==> src/rtl/seven_seg_scan_driver.sv <==
// Time-multiplexed common-anode 7-segment scan driver with refresh prescaler,
// per-frame input snapshot, leading-zero blanking, PWM dimming and anode dead time.
module seven_seg_scan_driver #(
  parameter int unsigned N_DIGITS = 8,
  parameter int unsigned PRESCALE = 100000,
  parameter int unsigned DIM_BITS = 4
) (
  input  logic                    clock,
  input  logic                    reset,
  input  logic [4*N_DIGITS-1:0]   HEX_in,
  input  logic [N_DIGITS-1:0]     dp_in,
  input  logic [N_DIGITS-1:0]     digit_en,
  input  logic                    lz_blank,
  input  logic [DIM_BITS-1:0]     brightness,
  output logic [6:0]              segments,
  output logic                    dp,
  output logic [N_DIGITS-1:0]     anodes,
  output logic                    frame_tick
);

  localparam int unsigned CNT_W = $clog2(PRESCALE);
  localparam int unsigned IDX_W = $clog2(N_DIGITS);
  localparam int unsigned HEX_W = 4 * N_DIGITS;
  localparam logic [CNT_W-1:0] CNT_LAST = CNT_W'(PRESCALE - 1);
  localparam logic [IDX_W-1:0] IDX_LAST = IDX_W'(N_DIGITS - 1);

  logic [CNT_W-1:0]    cnt;
  logic [IDX_W-1:0]    idx;
  logic [DIM_BITS-1:0] pwm_cnt;
  logic [HEX_W-1:0]    shadow_hex;
  logic [N_DIGITS-1:0] shadow_dp;
  logic [N_DIGITS-1:0] shadow_en;

  logic                slot_end_c;
  logic                frame_end_c;
  logic                zero_run_c;
  logic [N_DIGITS-1:0] lz_mask_c;
  logic [N_DIGITS-1:0] sel_c;
  logic [3:0]          nibble_c;
  logic                lit_c;

  function automatic logic [6:0] hex7seg(input logic [3:0] v);
    logic [6:0] s;
    case (v)
      4'h0: s = 7'b1000000;
      4'h1: s = 7'b1111001;
      4'h2: s = 7'b0100100;
      4'h3: s = 7'b0110000;
      4'h4: s = 7'b0011001;
      4'h5: s = 7'b0010010;
      4'h6: s = 7'b0000010;
      4'h7: s = 7'b1111000;
      4'h8: s = 7'b0000000;
      4'h9: s = 7'b0010000;
      4'hA: s = 7'b0001000;
      4'hB: s = 7'b0000011;
      4'hC: s = 7'b1000110;
      4'hD: s = 7'b0100001;
      4'hE: s = 7'b0000110;
      default: s = 7'b0001110;
    endcase
    return s;
  endfunction

  assign slot_end_c  = (cnt == CNT_LAST);
  assign frame_end_c = slot_end_c && (idx == IDX_LAST);

  // Digit i>0 is a leading zero when every nibble from i up to the top is zero.
  always_comb begin
    zero_run_c = 1'b1;
    lz_mask_c  = '0;
    for (int i = int'(N_DIGITS) - 1; i > 0; i--) begin
      zero_run_c   = zero_run_c && (shadow_hex[4*i +: 4] == 4'h0);
      lz_mask_c[i] = zero_run_c;
    end
  end

  always_comb begin
    sel_c      = '0;
    sel_c[idx] = 1'b1;
    nibble_c   = shadow_hex[{idx, 2'b00} +: 4];
    // cnt == 0 is the dead-time cycle that keeps all anodes off between slots
    lit_c = shadow_en[idx]
         && !(lz_blank && lz_mask_c[idx])
         && (pwm_cnt <= brightness)
         && (cnt != '0);
  end

  always_ff @(posedge clock or negedge reset) begin
    if (!reset) begin
      cnt        <= '0;
      idx        <= '0;
      pwm_cnt    <= '0;
      shadow_hex <= '0;
      shadow_dp  <= '0;
      shadow_en  <= '0;
      anodes     <= '1;
      segments   <= 7'h7F;
      dp         <= 1'b1;
      frame_tick <= 1'b0;
    end else begin
      cnt     <= slot_end_c ? '0 : cnt + CNT_W'(1);
      pwm_cnt <= pwm_cnt + DIM_BITS'(1);
      if (slot_end_c) begin
        idx <= (idx == IDX_LAST) ? '0 : idx + IDX_W'(1);
      end
      if (frame_end_c) begin
        shadow_hex <= HEX_in;
        shadow_dp  <= dp_in;
        shadow_en  <= digit_en;
      end
      frame_tick <= frame_end_c;
      anodes     <= lit_c ? ~sel_c : '1;
      segments   <= hex7seg(nibble_c);
      dp         <= ~shadow_dp[idx];
    end
  end

endmodule
==> config.mk <==
export PLATFORM = sky130hd
export DESIGN_NAME = seven_seg_scan_driver
export DESIGN_NICKNAME = d
export VERILOG_FILES = /design/src/rtl/seven_seg_scan_driver.sv
export SDC_FILE = /design/constraint.sdc
export NUM_CORES = 1
export LEC_CHECK = 0
export BUFFER_PORTS_ARGS = -buffer_cell sky130_fd_sc_hd__buf_4
export CORE_MARGIN = 5
export CORE_UTILIZATION = 25
export DETAILED_ROUTE_END_ITERATION = 10
export PLACE_DENSITY = 0.43
export SLEW_MARGIN = 20
export SYNTH_ARGS = -nofsm -noshare
export SYNTH_HDL_FRONTEND = slang
export SYNTH_SLANG_ARGS = --single-unit
==> constraint.sdc <==
create_clock -name clock -period 3.8 [get_ports clock]
set_clock_uncertainty 0.05 [all_clocks]
set_input_delay 0.38 -clock clock [delete_from_list [all_inputs] [get_ports clock]]
set_output_delay 0.38 -clock clock [all_outputs]
set_load 0.03 [all_outputs]
# ---- After elaboration in Yosys (flattened, before gate mapping)
# Memory sizes are Yosys's and may differ from the RTL's. A register that Yosys moved wholly into a read port is not among the register bits.
# Index checks and enable logic that the tools add are counted.
dict set report word_totals {
  input_bits 55
  ff_bits 82
  output_inout_bits 17
  word_cells 54
  memories 1
  romBits 112
}
# memory depth width read_ports rd_clocked_by_memory_dff wr line_no
set mem_list {}
lappend mem_list {{(name not given)} 16 7 1 1 0 44} ;# case (v)
dict set report classes {
  bitwise_logic 2
  n_addsub 3
  reduce_logical 22
  muxes 11
  n_eq_ne 2
  magnitude_cmp 3
  shifts 1
}
# operator count
set ops {}
lappend ops {{32-bit by 6-bit indexed part select with 4-bit output} 1}
lappend ops {{4-bit logical NOT} 7}
lappend ops {{17-bit by 1-bit adder with 17-bit output (second input constant)} 1}
lappend ops {{17-bit == test (second input constant)} 1}
lappend ops {{17-bit 2-to-1 mux} 1}
lappend ops {{17-bit nonzero test} 1}
lappend ops {{1-bit logical AND} 12}
lappend ops {{1-bit binary-select mux with 3-bit select} 3}
lappend ops {{8-bit 2-to-1 mux} 1}
lappend ops {{8-bit inverter} 1}
lappend ops {{4-bit by 1-bit adder with 4-bit output (second input constant)} 1}
lappend ops {{4-bit less-or-equal comparator} 1}
lappend ops {{3-bit by 4-bit less-than comparator with 1-bit output (second input constant)} 1}
lappend ops {{1-bit 2-to-1 mux} 4}
lappend ops {{3-bit by 1-bit adder with 3-bit output (second input constant)} 1}
lappend ops {{1-bit demux with 3-bit select} 1}
lappend ops {{3-bit == test (second input constant)} 1}
lappend ops {{3-bit by 1-bit >= comparator with 1-bit output (second input constant)} 1}
lappend ops {{3-bit 2-to-1 mux} 1}
lappend ops {{1-bit logical NOT} 2}
lappend ops {{1-bit inverter} 1}

# ---- Logic depth before layout (Yosys ltp)
dict set report logic_depth {
  word_depth 15
  depth_mapped 10
}

# ---- Worst setup path before layout
# No wires, ideal clock.
dict set report synth_timing {
  path_kind {register to register}
  from {register idx[1]}
  to {register segments[3]}
  period_less_slack_ns 2.494
  path_stages_with_launch 8
  t_arrival_ns 2.350
  setup_slack_ns 1.306
  setup_ns 0.094
  cell_sequence {dfrtp_1 buf_2 buf_6 mux4_2 mux2i_1 inv_1 ha_1 mux4_2}
}
dict set report synth_via {
  elab_chain_len 1
}
# item line_no
set synth_lines {}
lappend synth_lines {{start, declared} 28} ;# logic [IDX_W-1:0] idx;
lappend synth_lines {{start signal, assigned} 105} ;# idx <= (idx == IDX_LAST) ? '0 : idx + IDX_W'(1);
lappend synth_lines {{32-bit by 6-bit indexed part select with 4-bit output} 81} ;# nibble_c = shadow_hex[{idx, 2'b00} +: 4];
lappend synth_lines {{end, declared} 15} ;# output logic [6:0] segments,
# No other way between the ends.
# A chain may end at the register's enable or synchronous reset.

# ---- Worst setup path after layout
# Ends and elaborated chain as after synthesis.

==> impl_metrics.tcl <==
set metrics [dict create \
    dr.pass1.iters 4 \
    drive_gt1_share_pct 40.2 \
    total_power_mw 2.06 \
    synth_edf_count 0 \
    path_clk_slew_ns 0.06 \
    nNetsFinal 493 \
    hold_viol_final 0 \
    core_area_um2 17200 \
    synth_top_flop_cell "dfrtp_1" \
    p_leak_nw 2.40 \
    clockBufferDepth 2 \
    drt_iter0_drc 132 \
    fill_cells 1755 \
    setup_ws_ns 0.845 \
    outcome "finished clean" \
    maxSlewHeadroom_pct 42.8 \
    grt_pass1_vias 3133 \
    crit_fanout 20 \
    die-area_um2 20200 \
    grt_pass1_wl_um 16500 \
    ir_drop_mv 0.160 \
    grt_start_max_net_pins 66 \
    setup_viol 0 \
    slew_viol_final 0 \
    crit_chain "mux4_2 -> mux2i_1 -> inv_1 -> ha_1 -> mux4_2" \
    totalWireLength_um 10200 \
    rows 48 \
    rsz0062_at_grt "false" \
    place_ws_ns 0.871 \
    wl_per_cell_um 15.6 \
    drc 0 \
    synth_top_area_cell "dfrtp_1" \
    finalCriticalPeriod_ns 2.95 \
    syn-cell-area_um2 4380 \
    syn_area_per_cell_um2 12.4 \
    synth_area_leaders "dfrtp_1 42%, mux2_2 12%, dfstp_2 9.6%" \
    synthTopCellsByCount "73 x dfrtp_1, 45 x mux2_2, 20 x nor2_1" \
    viasPerCell 4.40 \
    hold_buffers 0 \
    root_buffer "clkbuf_16" \
    ys.warnings.count 0 \
    htree_levels 3 \
    ys_ff_latch 89 \
    path_class "reg -> reg" \
    worst_path_most_repeated_cell "mux4_2" \
    power_density_nw_per_um2 380 \
    tns_ns 0 \
    die_w_um 142 \
    clk_latency_ns 0.34 \
    critPathSlowestCell "dfrtp_1" \
    start_kind "flip-flop" \
    async_flop_share_pct 100 \
    finalCritPeriodShare_pct 77.8 \
    dp_cells 637 \
    overflow 0 \
    cts_tree "built" \
    gp_congestion 0.828 \
    dieHeight_um 142 \
    groute.usage.overall_pct 10.5 \
    antenna_found_initial 0 \
    cts_resized 0 \
    synth_cells 353 \
    syn_nets 423 \
    slowest_delay_ns 0.78 \
    arrival_ns 3.16 \
    dp_hpwl_um 7490 \
    drv_cap 0 \
    worst-path-buf-inv 1 \
    fin_cells 653 \
    ios 72 \
    cts_made_buffers 9 \
    synth.most_common_cell "dfrtp_1" \
    ys_types 48 \
    io_buffers 71 \
    postCtsSetupRepairBufs 0 \
    holdCritPathClass "in -> async" \
    worstMarginPinSlew_ns 0.858 \
    fmax_mhz 338 \
    ant_nets 0 \
    ys_seq_area_share_pct 51.4 \
    clock_sinks 89 \
    synthToLayoutAreaGrowth_pct 24.0 \
    worstPathRequired_ns 4.00 \
    initial_core_util_pct 25.4 \
    cpLargestDelayFamily "multiplexers" \
    insertedDiodeCount 0 \
    end_kind "flip-flop" \
    vias 2871 \
    synth_top_cell_area_share_pct 41.8 \
]
kinds of logic (layout without fill, tap and decap cells):
| logic type | after synthesis | in the layout | synth area share, % |
|---|---|---|---|
| AO/OA/AOI/OAI | 29 | 29 | 4.55 |
| XOR/XNOR | 18 | 18 | 3.60 |
| adder cells (fa/ha/maj) | 15 | 15 | 4.29 |
| buffers and inverters | 36 | 111 | 3.86 |
| flip-flops | 89 | 89 | 51.4 |
| multiplexers | 68 | 68 | 19.9 |
| AND/OR/NAND/NOR | 98 | 98 | 12.5 |
metal layers:
metal  vias up  share of wire, %  global-route usage [%]
li1       1402                 -                       -
met5         -                 0                       0
met3        13               5.7                    3.60
met4         0               1.7                    3.85
met2        71                43                    15.2
met1      1385                49                    14.6
path summary, 6_finish.rpt:
check / startpoint / end / slack, ns / cells after the start
max: idx[1]$_DFFE_PN0N_ / segments[3]$_DFF_PN1_ / 0.85 / 5
min in group clock: dp_in[3] / shadow_dp[3]$_DFFE_PN0P_ / 0.21 / 2
min reg2reg: pwm_cnt[0]$_DFF_PN0_ / pwm_cnt[0]$_DFF_PN0_ / 0.41 / 1
max in group asynchronous: reset / dp$_DFF_PN1_ / 2.72 / 2
min: reset / shadow_hex[16]$_DFFE_PN0P_ / 0.08 / 1
max reg2reg: idx[1]$_DFFE_PN0N_ / segments[3]$_DFF_PN1_ / 0.85 / 5
final cells by class:
cell class / count / area [um2] / area share (%)
flip-flops and latches: 89 / 2250 / 41.4
clock buffers: 13 / 250 / 4.61
repair buffers: 77 / 578 / 10.7
clock inverters: 3 / 40.0 / 0.738
well taps: 225 / 282 / 5.19
multi-input cells: 228 / 1960 / 36.1
inverters: 18 / 67.6 / 1.25
sequential cells by signal, indices dropped and copies added (netlist names):
| register | count |
|---|---|
| shadow_en | 8 |
| cnt | 17 |
| shadow_dp | 8 |
| segments | 7 |
| pwm_cnt | 4 |
| dp | 1 |
| anodes | 8 |
| idx | 3 |
| shadow_hex | 32 |
| frame_tick | 1 |
metrics by stage:
stage                     instance area [um2]  util (%)  hold WS, ns
after floorplan                          4380         -       0.0344
after global placement                   5130      29.8        0.418
after detailed placement                 5130      29.8        0.414
after CTS                                5420      31.5        0.133
after global routing                     5420      31.5        0.164
final                                    5420      31.5       0.0839
power breakdown:
group / total [mW] / switching, mW / internal, mW
clock: 0.879 / 0.353 / 0.526
sequential: 1.01 / 0.0236 / 0.988
combinational: 0.168 / 0.0791 / 0.0893
cell usage in the layout (no fill, tap or decap), types with 2 or more instances in the layout:
cell / Yosys / layout
buf_4: 1 / 77
dfrtp_1: 73 / 73
mux2_2: 45 / 45
nor2_1: 20 / 20
inv_1: 18 / 18
nand2_1: 17 / 17
dfstp_2: 16 / 16
ha_1: 15 / 15
xnor2_1: 12 / 12
nand3_1: 11 / 11
mux2_4: 9 / 9
clkbuf_16: 0 / 9
o21ai_0: 8 / 8
nand4_1: 8 / 8
mux4_2: 7 / 7
mux2i_1: 7 / 7
nor4_1: 7 / 7
nor3_1: 6 / 6
and3_1: 6 / 6
xor2_1: 6 / 6
nand3b_1: 4 / 4
o22ai_1: 4 / 4
o211ai_1: 3 / 3
nor2b_1: 3 / 3
a21oi_1: 3 / 3
nand4b_1: 3 / 3
clkbuf_1: 8 / 3
nand2b_1: 2 / 2
nor3b_1: 2 / 2
and3b_1: 2 / 2
clkinv_2: 0 / 2
(Power assumes the default switching activity.)
